===== src/rtl/bus_target_if.sv =====
// Shared PE request bus plus the global-memory port, as seen by bus_target.
interface bus_target_if #(
    parameter int unsigned NUM_PE = 4
);
    logic [NUM_PE-1:0] bus_request;
    logic [NUM_PE-1:0] grant;
    logic [31:0]       mem_addressBus;
    logic [31:0]       result_outBus;
    logic [4:0]        rs1OutBus;
    logic [4:0]        rs2OutBus;
    logic [4:0]        rdOutBus;
    logic              reg_selectBus;
    logic              mem_readBus;
    logic              mem_writeBus;
    logic              rd_writeBus;
    logic              read_enBus;
    logic [31:0]       AmuxBus;
    logic [31:0]       BmuxBus;
    logic              data_ReadyBus;
    logic [31:0]       memData;
    logic              mem_ackBus;
    logic              gm_req;
    logic              gm_we;
    logic [31:0]       gm_addr;
    logic [31:0]       gm_wdata;
    logic [31:0]       gm_rdata;
    logic              gm_ack;
    logic              err;

    modport slave (
        input  bus_request, mem_addressBus, result_outBus, rs1OutBus, rs2OutBus, rdOutBus,
               reg_selectBus, mem_readBus, mem_writeBus, rd_writeBus, read_enBus,
               gm_rdata, gm_ack,
        output grant, AmuxBus, BmuxBus, data_ReadyBus, memData, mem_ackBus,
               gm_req, gm_we, gm_addr, gm_wdata, err
    );

    modport master (
        output bus_request, mem_addressBus, result_outBus, rs1OutBus, rs2OutBus, rdOutBus,
               reg_selectBus, mem_readBus, mem_writeBus, rd_writeBus, read_enBus,
               gm_rdata, gm_ack,
        input  grant, AmuxBus, BmuxBus, data_ReadyBus, memData, mem_ackBus,
               gm_req, gm_we, gm_addr, gm_wdata, err
    );
endinterface


===== src/rtl/bus_target.sv =====
// Shared PE bus responder: round-robin arbitration, 32x32 register-file service
// and global-memory access with a bounded wait for gm_ack.
module bus_target #(
    parameter int unsigned NUM_PE  = 4,
    parameter int unsigned TIMEOUT = 64
) (
    input  logic        clk,
    input  logic        reset,
    bus_target_if.slave bus
);
    localparam int unsigned PTR_W = (NUM_PE > 1) ? $clog2(NUM_PE) : 1;
    localparam int unsigned CNT_W = $clog2(TIMEOUT + 1);
    localparam int unsigned XLEN  = 32;
    localparam int unsigned NREG  = 32;
    localparam logic [XLEN-1:0] ABORT_DATA = 32'hDEAD_BEEF;

    typedef enum logic [2:0] {
        S_IDLE, S_GRANT, S_CAPTURE, S_EXEC, S_MEMWAIT, S_RESP
    } state_e;

    // Captured copy of the granted PE's fields; the memory address lives in gm_addr_q.
    typedef struct packed {
        logic [XLEN-1:0] wdata;
        logic [4:0]      rs1;
        logic [4:0]      rs2;
        logic [4:0]      rd;
        logic            reg_sel;
        logic            mem_read;
        logic            mem_write;
        logic            rd_write;
        logic            read_en;
    } req_t;

    state_e            state_q, state_d;
    logic [PTR_W-1:0]  rr_ptr_q, rr_ptr_d, winner_q, winner_d, pick_c;
    logic              any_req_c, mem_op_c, rf_we_c;
    int unsigned       idx_c;
    req_t              req_q, req_d;
    logic [CNT_W-1:0]  cnt_q, cnt_d;
    logic [XLEN-1:0]   rf_q [NREG];
    logic [NUM_PE-1:0] grant_q, grant_d;
    logic [XLEN-1:0]   amux_q, amux_d, bmux_q, bmux_d, mem_data_q, mem_data_d;
    logic              ready_q, ready_d, mem_ack_q, mem_ack_d;
    logic              gm_req_q, gm_req_d, gm_we_q, gm_we_d, err_q, err_d;
    logic [XLEN-1:0]   gm_addr_q, gm_addr_d, gm_wdata_q, gm_wdata_d;

    assign mem_op_c = req_q.mem_read | req_q.mem_write;

    // First requester at or after rr_ptr, wrapping.
    always_comb begin
        any_req_c = 1'b0;
        pick_c    = '0;
        idx_c     = '0;
        for (int unsigned i = 0; i < NUM_PE; i++) begin
            idx_c = (32'(rr_ptr_q) + i) % NUM_PE;
            if (!any_req_c && bus.bus_request[PTR_W'(idx_c)]) begin
                any_req_c = 1'b1;
                pick_c    = PTR_W'(idx_c);
            end
        end
    end

    always_ff @(posedge clk) begin
        if (reset) state_q <= S_IDLE;
        else       state_q <= state_d;
    end

    always_comb begin
        state_d = state_q;
        case (state_q)
            S_IDLE:    if (any_req_c) state_d = S_GRANT;
            S_GRANT:   state_d = S_CAPTURE;
            S_CAPTURE: state_d = S_EXEC;
            S_EXEC:    state_d = (!mem_op_c || bus.gm_ack) ? S_RESP : S_MEMWAIT;
            S_MEMWAIT: if (bus.gm_ack || cnt_q == CNT_W'(TIMEOUT - 1)) state_d = S_RESP;
            S_RESP:    state_d = S_IDLE;
            default:   state_d = S_IDLE;
        endcase
    end

    always_comb begin
        rr_ptr_d   = rr_ptr_q;
        winner_d   = winner_q;
        req_d      = req_q;
        cnt_d      = cnt_q;
        grant_d    = '0;
        ready_d    = 1'b0;
        mem_ack_d  = 1'b0;
        rf_we_c    = 1'b0;
        amux_d     = amux_q;
        bmux_d     = bmux_q;
        mem_data_d = mem_data_q;
        gm_req_d   = gm_req_q;
        gm_we_d    = gm_we_q;
        gm_addr_d  = gm_addr_q;
        gm_wdata_d = gm_wdata_q;
        err_d      = err_q;
        case (state_q)
            S_IDLE: begin
                if (any_req_c) begin
                    winner_d = pick_c;
                    grant_d  = NUM_PE'(1) << pick_c;
                end
            end
            S_CAPTURE: begin
                req_d.wdata     = bus.result_outBus;
                req_d.rs1       = bus.rs1OutBus;
                req_d.rs2       = bus.rs2OutBus;
                req_d.rd        = bus.rdOutBus;
                req_d.reg_sel   = bus.reg_selectBus;
                req_d.mem_read  = bus.mem_readBus;
                req_d.mem_write = bus.mem_writeBus;
                req_d.rd_write  = bus.rd_writeBus;
                req_d.read_en   = bus.read_enBus;
                cnt_d           = '0;
                // Launch gm_* on this edge so gm_req is already high during EXEC.
                if (bus.mem_readBus || bus.mem_writeBus) begin
                    gm_req_d   = 1'b1;
                    gm_we_d    = bus.mem_writeBus;
                    gm_addr_d  = bus.mem_addressBus;
                    gm_wdata_d = bus.result_outBus;
                end
            end
            S_EXEC: begin
                if (req_q.read_en) begin
                    amux_d = rf_q[req_q.rs1];
                    bmux_d = req_q.reg_sel ? rf_q[req_q.rs2] : '0;
                end
                rf_we_c = req_q.rd_write && (req_q.rd != 5'd0);
                if (req_q.mem_read && req_q.mem_write) err_d = 1'b1;
                if (!mem_op_c || bus.gm_ack) begin
                    gm_req_d  = 1'b0;
                    ready_d   = req_q.read_en;
                    mem_ack_d = mem_op_c;
                    if (req_q.mem_read && !req_q.mem_write) mem_data_d = bus.gm_rdata;
                end
            end
            S_MEMWAIT: begin
                if (bus.gm_ack) begin
                    gm_req_d  = 1'b0;
                    ready_d   = req_q.read_en;
                    mem_ack_d = 1'b1;
                    if (req_q.mem_read && !req_q.mem_write) mem_data_d = bus.gm_rdata;
                end else if (cnt_q == CNT_W'(TIMEOUT - 1)) begin
                    gm_req_d   = 1'b0;
                    ready_d    = req_q.read_en;
                    mem_ack_d  = 1'b1;
                    mem_data_d = ABORT_DATA;
                    err_d      = 1'b1;
                end else begin
                    cnt_d = cnt_q + CNT_W'(1);
                end
            end
            S_RESP: rr_ptr_d = (winner_q == PTR_W'(NUM_PE - 1)) ? '0 : winner_q + PTR_W'(1);
            default: ;
        endcase
    end

    always_ff @(posedge clk) begin
        if (reset) begin
            rr_ptr_q   <= '0;
            winner_q   <= '0;
            req_q      <= '0;
            cnt_q      <= '0;
            grant_q    <= '0;
            amux_q     <= '0;
            bmux_q     <= '0;
            mem_data_q <= '0;
            ready_q    <= 1'b0;
            mem_ack_q  <= 1'b0;
            gm_req_q   <= 1'b0;
            gm_we_q    <= 1'b0;
            gm_addr_q  <= '0;
            gm_wdata_q <= '0;
            err_q      <= 1'b0;
            for (int unsigned i = 0; i < NREG; i++) rf_q[i] <= '0;
        end else begin
            rr_ptr_q   <= rr_ptr_d;
            winner_q   <= winner_d;
            req_q      <= req_d;
            cnt_q      <= cnt_d;
            grant_q    <= grant_d;
            amux_q     <= amux_d;
            bmux_q     <= bmux_d;
            mem_data_q <= mem_data_d;
            ready_q    <= ready_d;
            mem_ack_q  <= mem_ack_d;
            gm_req_q   <= gm_req_d;
            gm_we_q    <= gm_we_d;
            gm_addr_q  <= gm_addr_d;
            gm_wdata_q <= gm_wdata_d;
            err_q      <= err_d;
            if (rf_we_c) rf_q[req_q.rd] <= req_q.wdata;
        end
    end

    assign bus.grant         = grant_q;
    assign bus.AmuxBus       = amux_q;
    assign bus.BmuxBus       = bmux_q;
    assign bus.data_ReadyBus = ready_q;
    assign bus.memData       = mem_data_q;
    assign bus.mem_ackBus    = mem_ack_q;
    assign bus.gm_req        = gm_req_q;
    assign bus.gm_we         = gm_we_q;
    assign bus.gm_addr       = gm_addr_q;
    assign bus.gm_wdata      = gm_wdata_q;
    assign bus.err           = err_q;
endmodule


===== src/flat_wrapper.sv =====
// flat-port wrapper written by rule: the top's interface ports become plain ports
module bus_target_flat 
#(
    parameter int unsigned NUM_PE  = 4,
    parameter int unsigned TIMEOUT = 64
)
  (clk, reset, bus_bus_request, bus_mem_addressBus, bus_result_outBus, bus_rs1OutBus, bus_rs2OutBus, bus_rdOutBus, bus_reg_selectBus, bus_mem_readBus, bus_mem_writeBus, bus_rd_writeBus, bus_read_enBus, bus_gm_rdata, bus_gm_ack, bus_grant, bus_AmuxBus, bus_BmuxBus, bus_data_ReadyBus, bus_memData, bus_mem_ackBus, bus_gm_req, bus_gm_we, bus_gm_addr, bus_gm_wdata, bus_err);
  bus_target_if #(.NUM_PE(NUM_PE)) bus_i ();
  input  logic clk;
  input  logic reset;
  input wire logic [$bits(bus_i.bus_request)-1:0] bus_bus_request;
  input wire logic [$bits(bus_i.mem_addressBus)-1:0] bus_mem_addressBus;
  input wire logic [$bits(bus_i.result_outBus)-1:0] bus_result_outBus;
  input wire logic [$bits(bus_i.rs1OutBus)-1:0] bus_rs1OutBus;
  input wire logic [$bits(bus_i.rs2OutBus)-1:0] bus_rs2OutBus;
  input wire logic [$bits(bus_i.rdOutBus)-1:0] bus_rdOutBus;
  input wire logic [$bits(bus_i.reg_selectBus)-1:0] bus_reg_selectBus;
  input wire logic [$bits(bus_i.mem_readBus)-1:0] bus_mem_readBus;
  input wire logic [$bits(bus_i.mem_writeBus)-1:0] bus_mem_writeBus;
  input wire logic [$bits(bus_i.rd_writeBus)-1:0] bus_rd_writeBus;
  input wire logic [$bits(bus_i.read_enBus)-1:0] bus_read_enBus;
  input wire logic [$bits(bus_i.gm_rdata)-1:0] bus_gm_rdata;
  input wire logic [$bits(bus_i.gm_ack)-1:0] bus_gm_ack;
  output wire logic [$bits(bus_i.grant)-1:0] bus_grant;
  output wire logic [$bits(bus_i.AmuxBus)-1:0] bus_AmuxBus;
  output wire logic [$bits(bus_i.BmuxBus)-1:0] bus_BmuxBus;
  output wire logic [$bits(bus_i.data_ReadyBus)-1:0] bus_data_ReadyBus;
  output wire logic [$bits(bus_i.memData)-1:0] bus_memData;
  output wire logic [$bits(bus_i.mem_ackBus)-1:0] bus_mem_ackBus;
  output wire logic [$bits(bus_i.gm_req)-1:0] bus_gm_req;
  output wire logic [$bits(bus_i.gm_we)-1:0] bus_gm_we;
  output wire logic [$bits(bus_i.gm_addr)-1:0] bus_gm_addr;
  output wire logic [$bits(bus_i.gm_wdata)-1:0] bus_gm_wdata;
  output wire logic [$bits(bus_i.err)-1:0] bus_err;
  assign bus_i.bus_request = bus_bus_request;
  assign bus_i.mem_addressBus = bus_mem_addressBus;
  assign bus_i.result_outBus = bus_result_outBus;
  assign bus_i.rs1OutBus = bus_rs1OutBus;
  assign bus_i.rs2OutBus = bus_rs2OutBus;
  assign bus_i.rdOutBus = bus_rdOutBus;
  assign bus_i.reg_selectBus = bus_reg_selectBus;
  assign bus_i.mem_readBus = bus_mem_readBus;
  assign bus_i.mem_writeBus = bus_mem_writeBus;
  assign bus_i.rd_writeBus = bus_rd_writeBus;
  assign bus_i.read_enBus = bus_read_enBus;
  assign bus_i.gm_rdata = bus_gm_rdata;
  assign bus_i.gm_ack = bus_gm_ack;
  assign bus_grant = bus_i.grant;
  assign bus_AmuxBus = bus_i.AmuxBus;
  assign bus_BmuxBus = bus_i.BmuxBus;
  assign bus_data_ReadyBus = bus_i.data_ReadyBus;
  assign bus_memData = bus_i.memData;
  assign bus_mem_ackBus = bus_i.mem_ackBus;
  assign bus_gm_req = bus_i.gm_req;
  assign bus_gm_we = bus_i.gm_we;
  assign bus_gm_addr = bus_i.gm_addr;
  assign bus_gm_wdata = bus_i.gm_wdata;
  assign bus_err = bus_i.err;
  bus_target #(.NUM_PE(NUM_PE), .TIMEOUT(TIMEOUT)) u_core (.clk(clk), .reset(reset), .bus(bus_i));
endmodule

===== config.mk =====
export PLATFORM = sky130hd
export DESIGN_NAME = bus_target_flat
export DESIGN_NICKNAME = d
export VERILOG_FILES = /design/src/rtl/bus_target_if.sv /design/src/rtl/bus_target.sv /design/src/flat_wrapper.sv
export SDC_FILE = /design/constraint.sdc
export NUM_CORES = 2
export LEC_CHECK = 0
export CORE_MARGIN = 4
export CORE_UTILIZATION = 40
export CTS_BUF_LIST = sky130_fd_sc_hd__clkbuf_8
export CTS_CLUSTER_DIAMETER = 40
export CTS_CLUSTER_SIZE = 40
export DETAILED_ROUTE_END_ITERATION = 10
export SLEW_MARGIN = 10
export SYNTH_ARGS = -nofsm -noshare
export SYNTH_HDL_FRONTEND = slang
export SYNTH_SLANG_ARGS = --single-unit

===== constraint.sdc =====
create_clock -name clk -period 3.85 [get_ports clk]
set_input_delay 0.385 -clock clk [delete_from_list [all_inputs] [get_ports clk]]
set_output_delay 0.385 -clock clk [all_outputs]
set_load 0.03 [all_outputs]

==> reports/metrics.cfg <==
[run_status]
status=finished, final reports clean

[setup_path]
crit_slowest_cell=a2111oi_0
reg2reg_slack_ps=410
crit_path_max_fanout=24
crit_chain=buf_4 -> buf_4 -> mux2i_1 -> o22a_1 -> o21ai_0 -> a2111oi_0 -> buf_4 -> o21ai_1
cp.required_ps=4650
reg2regPathDepth=8
slowest_delay_ps=1050
worstSetupStartpointType=flop
cp_common_cell=buf_4
crit_arrival_ps=4240
cp-end-kind=flop
crit_type=reg -> reg

[sta]
timing.setup.tns_ps=0
finalHoldViolations=0
fin_crit_sh_pct=89.5
fin_ws_ps=405
period_needed_ps=3440
worst_pin_slew_ps=1310
fin_skew_ps=73.9
max_freq_mhz=290
report.final.slew_viol_count=0
setup_viol=0
slew_headroom_pct=12.9
rsz0062_at_grt=no

[synth]
yosysSeqAreaShare_pct=56.7
synthCells=4842
yosysWarnings=0
syn-cell-area_um2=62800
syn_avg_cell_area_um2=13.0
ys_ff_latch=1264
ys.flop_type=edfxtp_1
ys_types=63
synth-edff-count=1024
async_flop_share_pct=0

[layout]
nFillCells=13829
instances_no_fill=7402
nets=5305
area_growth_pct=17.1
drive_gt1_share_pct=18.5

[detailed_routing]
drc_errors=0
vias_per_cell=6.09
num_vias=45052
firstDrtPassIters=6
drtIter0Drc=6596
wl_per_cell_um=32.5
wirelength_mm=241
ant_nets=0

[placement]
io_buffer_count=291
dp_slack_ps=444
routabilityCongestion=0.914
dp.cells=6981
hpwl_mm=152

[floorplan]
die_h_um=404
fp-row-count=145
die_w_um=404
die_area_um2=163000
initial_core_util_pct=40.2
core_area_um2=156000
pin_count=292

[clocking]
hold_buffers=80
cts.clk_slew.worst_paths_ps=90
cts.sinks=1264
root_buffer=clkbuf_8
cts_tree=yes
post-cts-setup-buffers=0
cts_buffers=175
cts_resized=0
worstSkewPairLatency_ps=960
cts_buffer_depth=3
htree_levels=4

[power]
ir_drop_mv=0.358
clkPwrFrac_pct=36.6
power-per-cell-area_nw_per_um2=434
power.internal_mw=22.5
p_comb_share_pct=13.7
power_leakage_nw=24.9
swShare_pct=29.5
p_switching_mw=9.41
pwr-share-seq_pct=49.7

[grt]
grt_overflow=0
grt_pass1_wl_mm=336
grt_start_max_net_pins=119
grt_use_total_pct=29.1
grt_pass1_vias=44487
antenna_found_initial=26

[worst_hold_path]
hold_class=in -> reg
min_path_cells=3

[job]
drv_cap=0

-- critical path, delay by kind of cell (launching register included) --
| kind | cells | cell delay [ps] |
|---|---|---|
| mux | 1 | 240 |
| buf+inv | 3 | 1080 |
| compound gates | 4 | 1330 |
| flops | 1 | 610 |
-- state kept, by name (all words and copies together) (netlist names), 7 cells and up, named ones only --
name	count
u_core.req_q	52
u_core.bus.AmuxBus	32
u_core.bus.memData	32
u_core.cnt_q	7
u_core.rf_q	1024
u_core.bus.gm_wdata	32
u_core.bus.BmuxBus	32
u_core.bus.gm_addr	32
-- synthesized netlist by cell type (all sizes together) (2+ instances only) --
| library cell | count | area share (%) |
|---|---|---|
| edfxtp | 1024 | 49 |
| and2 | 1004 | 10 |
| nand2 | 491 | 2.9 |
| mux2i | 368 | 5.9 |
| mux4 | 340 | 12 |
| clkbuf | 320 | 2.0 |
| dfxtp | 240 | 7.7 |
| buf | 154 | 1.4 |
| a21oi | 143 | 1.1 |
| nor2 | 126 | 0.79 |
| a22oi | 96 | 1.1 |
| o22ai | 73 | 0.73 |
| o21ai | 72 | 0.57 |
| a31oi | 34 | 0.34 |
| a211oi | 33 | 0.39 |
| a21o | 33 | 0.39 |
| nand4 | 32 | 0.32 |
| or2 | 32 | 0.32 |
| nor4 | 31 | 0.31 |
| nor3 | 30 | 0.32 |
| a2111oi | 24 | 0.34 |
| o221ai | 23 | 0.32 |
| o22a | 23 | 0.32 |
| nand2b | 13 | 0.13 |
| o31ai | 11 | 0.13 |
| inv | 8 | 0.048 |
| nor2b | 8 | 0.080 |
| nand3 | 6 | 0.048 |
| nand3b | 5 | 0.060 |
| and4b | 4 | 0.064 |
| nor4bb | 4 | 0.064 |
| or4 | 4 | 0.066 |
| xnor2 | 4 | 0.056 |
| and4 | 3 | 0.042 |
| or3 | 3 | 0.030 |
| and3 | 2 | 0.020 |
| ha | 2 | 0.040 |
| nor4b | 2 | 0.048 |
| o2111ai | 2 | 0.028 |
| or3b | 2 | 0.028 |
-- stage by stage --
step / hold slack [ps] / util (%) / cell area [um^2] / power [mW]
2_1_floorplan: 436 / - / 62900 / 18.4
3_3_place_gp: 434 / 44.1 / 68800 / 20.3
3_5_place_dp: 441 / 44.1 / 68800 / 20.4
4_1_cts: 0.716 / 47.1 / 73500 / 31.9
5_1_grt: 36.7 / 47.1 / 73500 / 32.9
6_report: 64.3 / 47.1 / 73500 / 31.9
-- power by group through the flow --
stage	Sequential (mW)	Clock, mW	Combinational [mW]
after floorplan	15.8	0	2.62
after global placement	16.1	0	4.23
after detailed placement	16.1	0	4.23
after CTS	15.8	11.8	4.31
after global routing	15.9	12.4	4.55
final	15.9	11.7	4.37
-- placed cells by master, fill, tap and decap left out, drive strengths merged, types with 13 or more instances in the layout --
cell type,netlist,routed
clkbuf,320,189
clkinv,0,47
a31oi,34,34
edfxtp,1024,1024
clkinvlp,0,25
o22ai,73,73
a2111oi,24,24
nor4,31,31
o21ai,72,72
nand4,32,32
conb,1,32
a21oi,143,143
a21o,33,33
mux2i,368,368
a22oi,96,96
inv,8,69
mux4,340,340
nand2,491,491
clkdlybuf4s50,0,290
nor2,126,126
and2,1004,1004
buf,154,234
o221ai,23,23
dfxtp,240,240
or2,32,32
nand2b,13,13
nor3,30,30
a211oi,33,33
o22a,23,23
dlygate4sd3,0,80
-- kinds of logic (layout without fill, tap and decap cells) --
logic type,after synthesis,after routing,share of synthesized area [%]
buffers and inverters,482,943,3.40
AND/OR/NAND/NOR,1806,1806,15.8
flip-flops,1264,1264,56.7
other,1,42,0.00598
AO/OA/AOI/OAI,575,575,5.98
adder cells (fa/ha/maj),2,2,0.0399
XOR/XNOR,4,4,0.0558
multiplexers,708,708,18.1
-- routing by layer --
| layer | vias up | track usage [%] | wire (um) |
|---|---|---|---|
| met1 | 22853 | 39.4 | 93400 |
| li1 | 18570 | - | - |
| met4 | 6 | 12.4 | 11300 |
| met2 | 3085 | 43.6 | 106000 |
| met3 | 538 | 8.78 | 30100 |
| met5 | - | 0 | 45 |
-- final cells by class --
class	count	area, um^2	area share, %
Timing Repair Buffer	604	5870	7.98
Sequential cell	1264	35600	48.4
Tap cell	2058	2570	3.50
Antenna cell	10	25.0	0.0340
Clock inverter	142	1310	1.78
Clock buffer	189	2600	3.54
Multi-Input combinational cell	3127	25500	34.7
Inverter	8	30.0	0.0409
-- path summary, 6_finish.rpt --
check / startpoint / end
worst max-delay path: flop / u_core.bus.BmuxBus[25]$_SDFFE_PP0P_
worst min-delay path: bus_result_outBus[7] / u_core.bus.gm_wdata[7]$_SDFFE_PP0P_
worst max register to register: flop / u_core.bus.BmuxBus[25]$_SDFFE_PP0P_
worst min register to register: u_core.bus.BmuxBus[25]$_SDFFE_PP0P_ / u_core.bus.BmuxBus[25]$_SDFFE_PP0P_
No activity file was read; power rests on OpenSTA's default activity.
